**src/rtl/vga_timing_core.sv**
```systemverilog
// 640x480@60 scan timing and RGB332 -> 4:4:4 colour output stage.
// Optional colour-bar generator with input test_mode: define VGA_TEST_PATTERN_EN.
module vga_timing_core #(
  parameter int CLK_DIV      = 2,
  parameter int H_VISIBLE    = 640,
  parameter int H_SYNC_START = 656,
  parameter int H_SYNC_END   = 752,
  parameter int H_TOTAL      = 800,
  parameter int V_VISIBLE    = 480,
  parameter int V_SYNC_START = 490,
  parameter int V_SYNC_END   = 492,
  parameter int V_TOTAL      = 525
) (
  input  logic       clk,
  input  logic       rst,
  input  logic [2:0] in_red,
  input  logic [2:0] in_green,
  input  logic [1:0] in_blue,
`ifdef VGA_TEST_PATTERN_EN
  input  logic       test_mode,
`endif
  output logic [9:0] hc,
  output logic [9:0] vc,
  output logic       pix_en,
  output logic       blank,
  output logic       frame_start,
  output logic       hsync,
  output logic       vsync,
  output logic [3:0] red,
  output logic [3:0] green,
  output logic [3:0] blue
);

  localparam int DW = (CLK_DIV > 1) ? $clog2(CLK_DIV) : 1;
  localparam logic [DW-1:0] DIV_LAST = DW'(CLK_DIV - 1);

  localparam logic [9:0] HVIS = 10'(H_VISIBLE);
  localparam logic [9:0] HSS  = 10'(H_SYNC_START);
  localparam logic [9:0] HSE  = 10'(H_SYNC_END);
  localparam logic [9:0] HLST = 10'(H_TOTAL - 1);
  localparam logic [9:0] VVIS = 10'(V_VISIBLE);
  localparam logic [9:0] VSS  = 10'(V_SYNC_START);
  localparam logic [9:0] VSE  = 10'(V_SYNC_END);
  localparam logic [9:0] VLST = 10'(V_TOTAL - 1);

  logic [DW-1:0] r_div;
  logic [DW-1:0] w_div_nxt;
  logic          r_pix_en;
  logic [9:0]    r_hc;
  logic [9:0]    r_vc;
  logic          r_blank;
  logic          r_hsync;
  logic          r_vsync;
  logic          r_fs;
  logic [3:0]    r_red;
  logic [3:0]    r_green;
  logic [3:0]    r_blue;

  logic          w_h_last;
  logic          w_v_last;
  logic          w_vis;
  logic          w_hs_on;
  logic          w_vs_on;
  logic [2:0]    w_r;
  logic [2:0]    w_g;
  logic [1:0]    w_b;

`ifdef VGA_TEST_PATTERN_EN
  logic [2:0]    w_bar;
`endif

  always_comb begin
    w_div_nxt = (r_div == DIV_LAST) ? '0 : r_div + 1'b1;
    w_h_last  = (r_hc >= HLST);
    w_v_last  = (r_vc >= VLST);
    w_vis     = (r_hc < HVIS) && (r_vc < VVIS);
    w_hs_on   = (r_hc >= HSS) && (r_hc < HSE);
    w_vs_on   = (r_vc >= VSS) && (r_vc < VSE);
    w_r       = in_red;
    w_g       = in_green;
    w_b       = in_blue;
`ifdef VGA_TEST_PATTERN_EN
    // Eight 64-pixel bars, bar index bits map to R/G/B
    w_bar     = r_hc[8:6];
    if (test_mode) begin
      w_r = {3{w_bar[2]}};
      w_g = {3{w_bar[1]}};
      w_b = {2{w_bar[0]}};
    end
`endif
  end

  always_ff @(posedge clk) begin
    if (rst) begin
      r_div    <= '0;
      r_pix_en <= 1'b0;
      r_hc     <= '0;
      r_vc     <= '0;
      r_blank  <= 1'b1;
      r_hsync  <= 1'b1;
      r_vsync  <= 1'b1;
      r_fs     <= 1'b0;
      r_red    <= '0;
      r_green  <= '0;
      r_blue   <= '0;
    end else begin
      r_div    <= w_div_nxt;
      r_pix_en <= (w_div_nxt == DIV_LAST);
      r_fs     <= 1'b0;
      if (r_pix_en) begin
        r_hc <= w_h_last ? '0 : r_hc + 10'd1;
        if (w_h_last)
          r_vc <= w_v_last ? '0 : r_vc + 10'd1;
        // Outputs describe the pre-increment pixel
        r_hsync <= ~w_hs_on;
        r_vsync <= ~w_vs_on;
        r_blank <= ~w_vis;
        r_red   <= w_vis ? {w_r, w_r[2]} : 4'd0;
        r_green <= w_vis ? {w_g, w_g[2]} : 4'd0;
        r_blue  <= w_vis ? {w_b, w_b}    : 4'd0;
        r_fs    <= w_h_last && w_v_last;
      end
    end
  end

  assign hc          = r_hc;
  assign vc          = r_vc;
  assign pix_en      = r_pix_en;
  assign blank       = r_blank;
  assign frame_start = r_fs;
  assign hsync       = r_hsync;
  assign vsync       = r_vsync;
  assign red         = r_red;
  assign green       = r_green;
  assign blue        = r_blue;

endmodule
```
**config.mk**
```make
export PLATFORM = sky130hd
export DESIGN_NAME = vga_timing_core
export DESIGN_NICKNAME = d
export VERILOG_FILES = /design/src/rtl/vga_timing_core.sv
export SDC_FILE = /design/constraint.sdc
export NUM_CORES = 1
export LEC_CHECK = 0
export BUFFER_PORTS_ARGS = -buffer_cell sky130_fd_sc_hd__buf_2
export CAP_MARGIN = 20
export CORE_ASPECT_RATIO = 1.25
export CORE_MARGIN = 1
export CORE_UTILIZATION = 45
export DETAILED_ROUTE_END_ITERATION = 7
export PLACE_DENSITY = 0.78
export SYNTH_ARGS = -nofsm -noshare
export SYNTH_HDL_FRONTEND = slang
export SYNTH_SLANG_ARGS = --single-unit
```
**constraint.sdc**
```tcl
create_clock -name clk -period 1.9 [get_ports clk]
set_input_delay 0.38 -clock clk [delete_from_list [all_inputs] [get_ports clk]]
set_output_delay 0.38 -clock clk [all_outputs]
set_load 0.005 [all_outputs]
```
==> results.ini <==
[clock_network]
cts_max_path_buffers=2
clk_pin_slew_ns=0.07
cts_tree=yes
clkLatencyLatePin_ns=0.29
cts.repair.resized=0
htree_levels=2
clockRootBuffer=clkbuf_8
postCtsHoldBufs=0
cts.sinks=33
postCtsSetupBuffers=0
cts-buffers-inserted=5

[power_and_ir_drop]
ir_drop_v=0.000653
p_per_area_nw_per_um2=836
p_total_mw=1.58
p_leak_nw=0.844

[route]
viasPerCell=5.13
vias=1263
drt_iter0_drc=29
ant_nets=0
wl_per_cell_um=12.6
drcViolationCount=0
drt_wl_total_um=3090
dr.pass1.iters=4

[grt]
grt-ovfl-total=0
grt_pass1_vias=1113
grt_pass1_wl_um=4900
grt_start_max_net_pins=12
antenna_found_initial=0
track_usage=0.189

[worst_setup_path]
reg2reg_depth=6
cp-end-kind=flop
slowest_delay_ns=0.40
slowest_stage=dfxtp_1
r2r-end=vc[5]$_SDFFE_PP0P_
crit_path_max_fanout=10
cp_cell_sequence=ha_1 > nand3_1 > nor4_4 > or2_1 > a31o_4 > nor2_2
worstPathArrival_ns=1.88
cp-startpoint=hc[1]$_SDFFE_PP0P_
r2r_start=hc[1]$_SDFFE_PP0P_
required_ns=2.07
crit_type=flop to flop
ff2ff_setup_slack_ns=0.19
start_kind=flop

[logic_synthesis]
synth_area_leaders=dfxtp_1 43%, xor2_1 7.5%, a22o_1 4.6%, nor2_1 4.4%, nor2_2 4.1%
synth_fp_nets=174
synth.most_common_cell=dfxtp_1
synth_cell_types=39
synth.avg_cell_area_um2=9.49
synth_area_leader_cell=dfxtp_1
synth_seq_cells=33
synthCells=160
synth_area_um2=1520
synthFlopType=dfxtp_1
synth_top_area_frac=0.435
synth_edf_count=0
async_flop_share=0
synth.yosys.seq_area_share=0.435
synth_commonest_cells=33 x dfxtp_1, 18 x nor2_1, 13 x xor2_1
ys.warnings.count=0

[sta]
whs_ns=0.298
post-route-min-period_ns=1.71
tightest_slew_ns=0.577
rsz0062_at_grt=false
clock_skew_ns=0.00805
setup_viol=0
worst_slew_margin_rel=0.614
fin_setup_tns_ns=0
hold_violations=0
max_freq_mhz=586
slew_viol_final=0
period_share=0.898
setup_slack_ns=0.194

[floorplan]
initial_utilization=0.471
coreArea_um2=3220
dieArea_um2=3610
die_w_um=54.0
io_pins=47
num_rows=23
die_h_um=67.0

[hold_path]
hold_path_depth=2
hold_end=green[0]$_SDFFE_PP0P_
hp-start=in_green[2]
worstHoldPathType=input port to flop

[final_layout]
fillers=300
fin_nets=222
syn_to_final_growth_pct=24.1
multi_input_area_um2=762
register_area_um2=661
final_area_um2=1890
drive_above_1_share=0.373
final_cells=246
antenna_cells=0
final_util=0.585

[status]
status=completed

[place]
placed_area_um2=1750
finalWeightedCongestion=0.880
hpwl_um=2240
io_buffers=46
dp_cells=238
place_ws_ns=0.210

[run]
maxCapViolations=0

## placed cells by master (no fill, tap or decap), drive strengths merged, types with 5 or more instances in the layout
cell type	synthesis	final
nand4	5	5
buf	8	51
nor2	28	28
xor2	13	13
a21oi	5	5
clkbuf	2	5
dfxtp	33	33
nand3	6	6
a22o	8	8
nand2	9	9
nor3	6	6
o21ai	5	5
## worst max path at each step
stage	end	slack, ns	cells after the start
global placement	vc[9]$_SDFFE_PP0P_	0.26	6
CTS	vc[2]$_SDFFE_PP0P_	0.19	6
floorplan	vc[0]$_SDFFE_PP0P_	0.18	8
finish	vc[5]$_SDFFE_PP0P_	0.19	6
global route	vc[0]$_SDFFE_PP0P_	0.04	6
detailed placement	hc[4]$_SDFFE_PP0P_	0.21	6
## worst max-delay path, delay by kind of cell (launching register included)
kind	cells	cell delay (ns)
flops	1	0.40
fa+ha+maj	1	0.24
simple gates	4	0.65
compound gates	1	0.30
## cell type report
cell class              count  share of cell area
clock buffers               5              0.0365
clock inverters             3              0.0345
inverters                   4             0.00796
multi-input cells         113               0.404
flip-flops and latches     33               0.350
well taps                  37              0.0246
repair buffers             51               0.142
## logic make-up (layout without fill, tap and decap cells)
group                      Yosys count  after routing  share of synthesized area
muxes                                1              1                    0.00741
adders and majority gates            4              4                     0.0330
xor gates and xnor gates            15             15                     0.0865
DFF                                 33             33                      0.435
AOI/OAI and AO/OA                   25             25                      0.120
and+or+nand+nor                     68             68                      0.255
buffers and inverters               14             63                     0.0634
## metal layers
layer  GRT usage  up-vias  wire, um
met5           0        -         0
met4      0.0822        0        32
met3      0.0616        4       140
met2       0.290       27      1500
met1       0.236      586      1410
li1            -      646         -
## registers in the layout (all words and copies together) (netlist names)
signal / flops
hc: 10
vc: 10
green: 3
red: 3
blue: 2
blank: 1
frame_start: 1
hsync: 1
pix_en: 1
vsync: 1
## power by group
group          total [mW]  switching [mW]  leakage (nW)  internal, mW
sequential          0.722          0.0133         0.268         0.708
combinational      0.0812          0.0398         0.508        0.0413
clock               0.774           0.253        0.0681         0.521
Power figures use the tool's default switching activity.
